**src/rtl/ram_sp_rsp_if.sv**
```systemverilog
// Request/response bundle between a RAM-sequencing initiator and the ram_sp_rsp responder.
// The counters travel with the bundle so that one connection carries the whole observable state.
interface ram_sp_rsp_if #(
  parameter int AW = 8,
  parameter int DW = 8,
  parameter int CW = 16
);
  logic          req_valid;
  logic          req_ready;
  logic          req_we;
  logic          req_oe;
  logic [AW-1:0] req_addr;
  logic [DW-1:0] req_wdata;
  logic          rsp_valid;
  logic          rsp_ready;
  logic [DW-1:0] rsp_rdata;
  logic          rsp_err;
  logic [CW-1:0] wr_cnt;
  logic [CW-1:0] rd_cnt;

  modport master (
    output req_valid, req_we, req_oe, req_addr, req_wdata, rsp_ready,
    input  req_ready, rsp_valid, rsp_rdata, rsp_err, wr_cnt, rd_cnt
  );

  modport slave (
    input  req_valid, req_we, req_oe, req_addr, req_wdata, rsp_ready,
    output req_ready, rsp_valid, rsp_rdata, rsp_err, wr_cnt, rd_cnt
  );
endinterface

```
**src/rtl/ram_sp_rsp.sv**
```systemverilog
// Single-port RAM responder: one request per cycle, reads land in a 2-entry response FIFO,
// out-of-range accesses are flagged, accepted writes/reads are counted.
module ram_sp_rsp #(
  parameter int AW    = 8,
  parameter int DW    = 8,
  parameter int DEPTH = 256,
  parameter int CW    = 16
) (
  input  logic        clk,
  input  logic        reset,
  ram_sp_rsp_if.slave io_bus
);
  localparam int IW = (DEPTH > 1) ? $clog2(DEPTH) : 1;

  logic [DW-1:0] r_mem [DEPTH];
  logic [DW-1:0] r_q_data [2];
  logic          r_q_err [2];
  logic          r_wr_ptr;
  logic          r_rd_ptr;
  logic [1:0]    r_count;
  logic [CW-1:0] r_wr_cnt;
  logic [CW-1:0] r_rd_cnt;

  logic          w_ready;
  logic          w_accept;
  logic          w_in_range;
  logic          w_write;
  logic          w_push;
  logic          w_pop;
  logic          w_rsp_valid;
  logic [IW-1:0] w_idx;
  logic [AW:0]   w_addr_ext;
  logic [DW-1:0] w_rd_data;

  // Readiness depends only on stored occupancy and reset, never on the consumer's rsp_ready.
  assign w_ready     = !reset && (r_count < 2'd2);
  assign w_accept    = io_bus.req_valid && w_ready;
  assign w_addr_ext  = {1'b0, io_bus.req_addr};
  assign w_in_range  = w_addr_ext < (AW + 1)'(DEPTH);
  assign w_idx       = io_bus.req_addr[IW-1:0];
  assign w_write     = w_accept && io_bus.req_we && w_in_range;
  assign w_push      = w_accept && !io_bus.req_we && io_bus.req_oe;
  assign w_rsp_valid = (r_count != 2'd0);
  assign w_pop       = w_rsp_valid && io_bus.rsp_ready;
  assign w_rd_data   = w_in_range ? r_mem[w_idx] : '0;

  // Storage is deliberately left out of reset so contents survive it.
  always_ff @(posedge clk) begin
    if (w_write) begin
      r_mem[w_idx] <= io_bus.req_wdata;
    end
  end

  for (genvar gi = 0; gi < 2; gi++) begin : g_q_entry
    always_ff @(posedge clk) begin
      if (w_push && (r_wr_ptr == 1'(gi))) begin
        r_q_data[gi] <= w_rd_data;
        r_q_err[gi]  <= !w_in_range;
      end
    end
  end

  always_ff @(posedge clk) begin
    if (reset) begin
      r_wr_ptr <= 1'b0;
      r_rd_ptr <= 1'b0;
      r_count  <= 2'd0;
      r_wr_cnt <= '0;
      r_rd_cnt <= '0;
    end else begin
      if (w_push) begin
        r_wr_ptr <= ~r_wr_ptr;
        r_rd_cnt <= r_rd_cnt + 1'b1;
      end
      if (w_pop) begin
        r_rd_ptr <= ~r_rd_ptr;
      end
      if (w_write) begin
        r_wr_cnt <= r_wr_cnt + 1'b1;
      end
      case ({w_push, w_pop})
        2'b10:   r_count <= r_count + 2'd1;
        2'b01:   r_count <= r_count - 2'd1;
        default: r_count <= r_count;
      endcase
    end
  end

  assign io_bus.req_ready = w_ready;
  assign io_bus.rsp_valid = w_rsp_valid;
  assign io_bus.rsp_rdata = w_rsp_valid ? r_q_data[r_rd_ptr] : '0;
  assign io_bus.rsp_err   = w_rsp_valid ? r_q_err[r_rd_ptr] : 1'b0;
  assign io_bus.wr_cnt    = r_wr_cnt;
  assign io_bus.rd_cnt    = r_rd_cnt;
endmodule

```
**src/flat_wrapper.sv**
```systemverilog
// flat-port wrapper written by rule: the top's interface ports become plain ports
module ram_sp_rsp_flat 
#(
  parameter int AW    = 8,
  parameter int DW    = 8,
  parameter int DEPTH = 256,
  parameter int CW    = 16
)
  (clk, reset, io_bus_req_valid, io_bus_req_we, io_bus_req_oe, io_bus_req_addr, io_bus_req_wdata, io_bus_rsp_ready, io_bus_req_ready, io_bus_rsp_valid, io_bus_rsp_rdata, io_bus_rsp_err, io_bus_wr_cnt, io_bus_rd_cnt);
  ram_sp_rsp_if #(.AW(AW), .DW(DW), .CW(CW)) io_bus_i ();
  input  logic clk;
  input  logic reset;
  input wire logic [$bits(io_bus_i.req_valid)-1:0] io_bus_req_valid;
  input wire logic [$bits(io_bus_i.req_we)-1:0] io_bus_req_we;
  input wire logic [$bits(io_bus_i.req_oe)-1:0] io_bus_req_oe;
  input wire logic [$bits(io_bus_i.req_addr)-1:0] io_bus_req_addr;
  input wire logic [$bits(io_bus_i.req_wdata)-1:0] io_bus_req_wdata;
  input wire logic [$bits(io_bus_i.rsp_ready)-1:0] io_bus_rsp_ready;
  output wire logic [$bits(io_bus_i.req_ready)-1:0] io_bus_req_ready;
  output wire logic [$bits(io_bus_i.rsp_valid)-1:0] io_bus_rsp_valid;
  output wire logic [$bits(io_bus_i.rsp_rdata)-1:0] io_bus_rsp_rdata;
  output wire logic [$bits(io_bus_i.rsp_err)-1:0] io_bus_rsp_err;
  output wire logic [$bits(io_bus_i.wr_cnt)-1:0] io_bus_wr_cnt;
  output wire logic [$bits(io_bus_i.rd_cnt)-1:0] io_bus_rd_cnt;
  assign io_bus_i.req_valid = io_bus_req_valid;
  assign io_bus_i.req_we = io_bus_req_we;
  assign io_bus_i.req_oe = io_bus_req_oe;
  assign io_bus_i.req_addr = io_bus_req_addr;
  assign io_bus_i.req_wdata = io_bus_req_wdata;
  assign io_bus_i.rsp_ready = io_bus_rsp_ready;
  assign io_bus_req_ready = io_bus_i.req_ready;
  assign io_bus_rsp_valid = io_bus_i.rsp_valid;
  assign io_bus_rsp_rdata = io_bus_i.rsp_rdata;
  assign io_bus_rsp_err = io_bus_i.rsp_err;
  assign io_bus_wr_cnt = io_bus_i.wr_cnt;
  assign io_bus_rd_cnt = io_bus_i.rd_cnt;
  ram_sp_rsp #(.AW(AW), .DW(DW), .DEPTH(DEPTH), .CW(CW)) u_core (.clk(clk), .reset(reset), .io_bus(io_bus_i));
endmodule
```
**config.mk**
```make
export PLATFORM = sky130hd
export DESIGN_NAME = ram_sp_rsp_flat
export DESIGN_NICKNAME = d
export VERILOG_FILES = /design/src/rtl/ram_sp_rsp_if.sv /design/src/rtl/ram_sp_rsp.sv /design/src/flat_wrapper.sv
export SDC_FILE = /design/constraint.sdc
export NUM_CORES = 2
export LEC_CHECK = 0
export CAP_MARGIN = 20
export CORE_UTILIZATION = 36
export CTS_CLUSTER_SIZE = 28
export DETAILED_ROUTE_END_ITERATION = 10
export PLACE_DENSITY = 0.48
export SLEW_MARGIN = 20
export SYNTH_ARGS = -nofsm -noshare
export SYNTH_HDL_FRONTEND = slang
export SYNTH_SLANG_ARGS = --single-unit
```
**constraint.sdc**
```tcl
create_clock -name clk -period 4.37 [get_ports clk]
set_clock_uncertainty 0.05 [all_clocks]
set_input_delay 0.437 -clock clk [delete_from_list [all_inputs] [get_ports clk]]
set_output_delay 0.437 -clock clk [all_outputs]
set_load 0.005 [all_outputs]
```
==> results.txt <==
First-pass GRT wire length -> 308,800 µm
Largest net degree at the start of global routing -> 132
Crit path time final -> 3968 ps
Fraction of registers with async set/reset -> 0%
Flops & latches, synth -> 2,101
Critical path capture point type -> output pin
Port bufs -> 63
Wirelength per Cell -> 29.39 µm
Die width -> 474.5 µm
Post-synthesis sequential area ratio -> 78.05%
Fin area -> 94,300 µm²
Final wirelength -> 216,300 µm
Post-layout nets -> 4,231
Total CTS buffers -> 217
Worst Setup EP -> io_bus_rsp_rdata[3]
Initial antenna violation count -> 8
Reg2Reg Setup Slack -> 1370 ps
TNS Setup -> 0 ps
Clk_lat worst skew -> 860 ps
Number of cells after detailed placement -> 6,961
DR top layer -> met4
# Post-CTS Setup Buffers -> 0
H-tree depth -> 4
Critical Path AT -> 3480 ps
CTS root buf -> clkbuf_16
Clock-pin slew on the worst setup and hold paths -> 60 ps
Crit. path cell count -> 3
Die area -> 225,100 µm²
Routed met1 length -> 97,700 µm
Ys Warns -> 0
ANT nets after route -> 0
Hold_buf cts -> 1
Pleak -> 29.15 nW
1st-iter DRT viols -> 3,655
Worst-path cell chain -> mux2i_1, nor2_1, clkdlybuf4s50_1
Crit Path Category -> register to output pin
R2R depth -> 7
Crit share post-route -> 90.80%
Hold crit path type -> input pin to register
Residual DRC -> 0
Main synth FF type -> edfxtp_1
Average size of a mapped cell -> 21.45 µm²
P&R area growth vs syn -> 17.35%
Crit-path max cell delay -> 970 ps
CTS Sinks -> 2,101
DRT Pass-1 Iters -> 5
Row count -> 173
Critical-path top delay cell -> dfxtp_1
Status -> completed
Worst r2r dst -> u_core.r_mem[101][3]$_DFFE_PP_
Fmax -> 252.0 MHz
Setup-failing EPs final -> 0
Critical-path maximum fanout -> 8
DR WL met3 -> 11,520 µm
Distinct cells, synth -> 34
Most frequent cells in the layout -> edfxtp_1, mux4_2, buf_4, nor2_1, a22oi_1
Die extent in y -> 474.5 µm
Metal2 WL -> 102,500 µm
Worst Setup Start Kind -> register
Final Hold Vio Count -> 0
Peak supply drop -> 0.0003685 V
Max Buffers Root-to-Sink -> 3
Worst Max-Slew Pin Slew -> 1031 ps
Max cap viols -> 0
EDFF count, synth -> 2,064
Power density over cell area -> 447.2 nW/µm²
Via density per instance -> 5.384
Gpl congestion -> 0.7902
Unrepaired setup endpoints after global routing -> false
Max-slew headroom -> 29.32%
Tot GR Track Use -> 19.30%
DP HPWL -> 131,600 µm
Cell Area, Synth -> 80,360 µm²
PostCTS Resize Cnt -> 0
Cell Area, Placed -> 87,410 µm²
Family with the most delay on the worst path -> flip-flops
Initial Utilization -> 36.19%
Worst path bufs/invs -> 1
I/O pins -> 65
Ratio of cells with drive above 1 in the final layout -> 28.54%
Commonest non-fill, non-tap cell in the layout -> edfxtp_1
Via count -> 39,620
Synth Net Count -> 3,771
GRT overflow -> 0
TritonCTS clock tree -> built
Overall Power -> 42.17 mW
Reg-to-Reg Start -> u_core.r_count[1]$_SDFFE_PP0P_
CP required -> 3880 ps
Final core utilization -> 42.46%
Syn Inst Count -> 3,746
Antenna diode count -> 0
Core area -> 222,100 µm²
Fin cells -> 7,358
Max-slew violations -> 0
Vias in the first global route -> 40,570
## through the flow
stage                     worst slack, ps  hold WS [ps]
after floorplan                      1681         426.9
after global placement              40.56         444.3
after detailed placement            385.4         450.8
after CTS                           219.1         2.925
after global routing                306.2         15.47
final                               401.9         28.87
## routing by layer
layer / GRT usage [%] / vias up
met5: 0 / -
met3: 3.022 / 259
li1: - / 16690
met4: 4.836 / 0
met2: 30.40 / 1165
met1: 27.98 / 21500
## cell usage after synthesis (all sizes together) (2+ instances only)
| master | count | area share, % |
|---|---|---|
| edfxtp | 2064 | 77 |
| mux4 | 512 | 14 |
| nor2 | 301 | 1.4 |
| a22oi | 256 | 2.4 |
| clkbuf | 161 | 0.75 |
| a21oi | 138 | 0.86 |
| buf | 73 | 0.56 |
| nand2 | 45 | 0.21 |
| dfxtp | 37 | 0.92 |
| o41ai | 32 | 0.35 |
| xnor2 | 19 | 0.21 |
| nand4 | 16 | 0.12 |
| nand3 | 10 | 0.062 |
| inv | 9 | 0.042 |
| mux2i | 8 | 0.10 |
| nor2b | 8 | 0.062 |
| o21ai | 8 | 0.050 |
| or3 | 8 | 0.062 |
| nor3 | 7 | 0.044 |
| nor4 | 7 | 0.054 |
| xor2 | 7 | 0.076 |
| and2 | 3 | 0.023 |
| and3 | 3 | 0.023 |
| ha | 3 | 0.047 |
| nand2b | 3 | 0.023 |
| and4 | 2 | 0.022 |
| nor3b | 2 | 0.019 |
## registers in the layout (all words and copies together) (netlist names), named ones only
signal / flops
u_core.r_wr_ptr: 1
u_core.io_bus.rd_cnt: 16
u_core.r_mem: 2048
u_core.r_count: 2
u_core.r_rd_ptr: 1
u_core.r_q_data: 16
u_core.io_bus.wr_cnt: 16
## kinds of logic after synthesis
logic type | after synthesis | share of synthesized area [%]
muxes | 520 | 14.45
AOI/OAI and AO/OA | 434 | 3.649
DFF | 2101 | 78.05
other | 1 | 0.004666
adders and majority gates | 3 | 0.04671
buffers and inverters | 243 | 1.351
xor gates and xnor gates | 26 | 0.2834
and+or+nand+nor | 418 | 2.169
## area by class of cell
class / count / area, µm²
Clock buffer: 266 / 5720
Multi-Input combinational cell: 1402 / 16630
Clock inverter: 130 / 1160
Fill cell: 19290 / 127800
Inverter: 9 / 33.78
Timing Repair Buffer: 475 / 4314
Sequential cell: 2101 / 62720
Tap cell: 2975 / 3722
## worst min-delay path by stage
stage          slack [ps]  depth (start not counted)                                   end                            startpoint
2_1_floorplan         430                          2  u_core.io_bus.rd_cnt[1]$_SDFFE_PP0N_  u_core.io_bus.rd_cnt[1]$_SDFFE_PP0N_
3_3_place_gp          440                          2  u_core.io_bus.wr_cnt[1]$_SDFFE_PP0P_  u_core.io_bus.wr_cnt[1]$_SDFFE_PP0P_
6_report               30                          1         u_core.r_mem[66][1]$_DFFE_PP_                   io_bus_req_wdata[1]
5_1_grt                20                          1         u_core.r_mem[66][1]$_DFFE_PP_                   io_bus_req_wdata[1]
3_5_place_dp          450                          2                              register          u_core.r_rd_ptr$_SDFFE_PP0P_
4_1_cts                 3                          1        u_core.r_mem[121][1]$_DFFE_PP_                   io_bus_req_wdata[1]
## worst reg2reg max path: cells and delay by family (launching register included)
kind,cells,cell delay [ps]
simple gates,5,1640
buf+inv,2,550
flops,1,380
## where the power goes
| group | internal [mW] | leakage (nW) | switching (mW) |
|---|---|---|---|
| logic | 0.707 | 6.93 | 1.24 |
| clock network | 10.4 | 3.38 | 7.67 |
| registers | 22.1 | 18.8 | 0.0153 |
| total | 33.2 | 29.2 | 8.93 |
No activity file was read; power rests on OpenSTA's default activity.
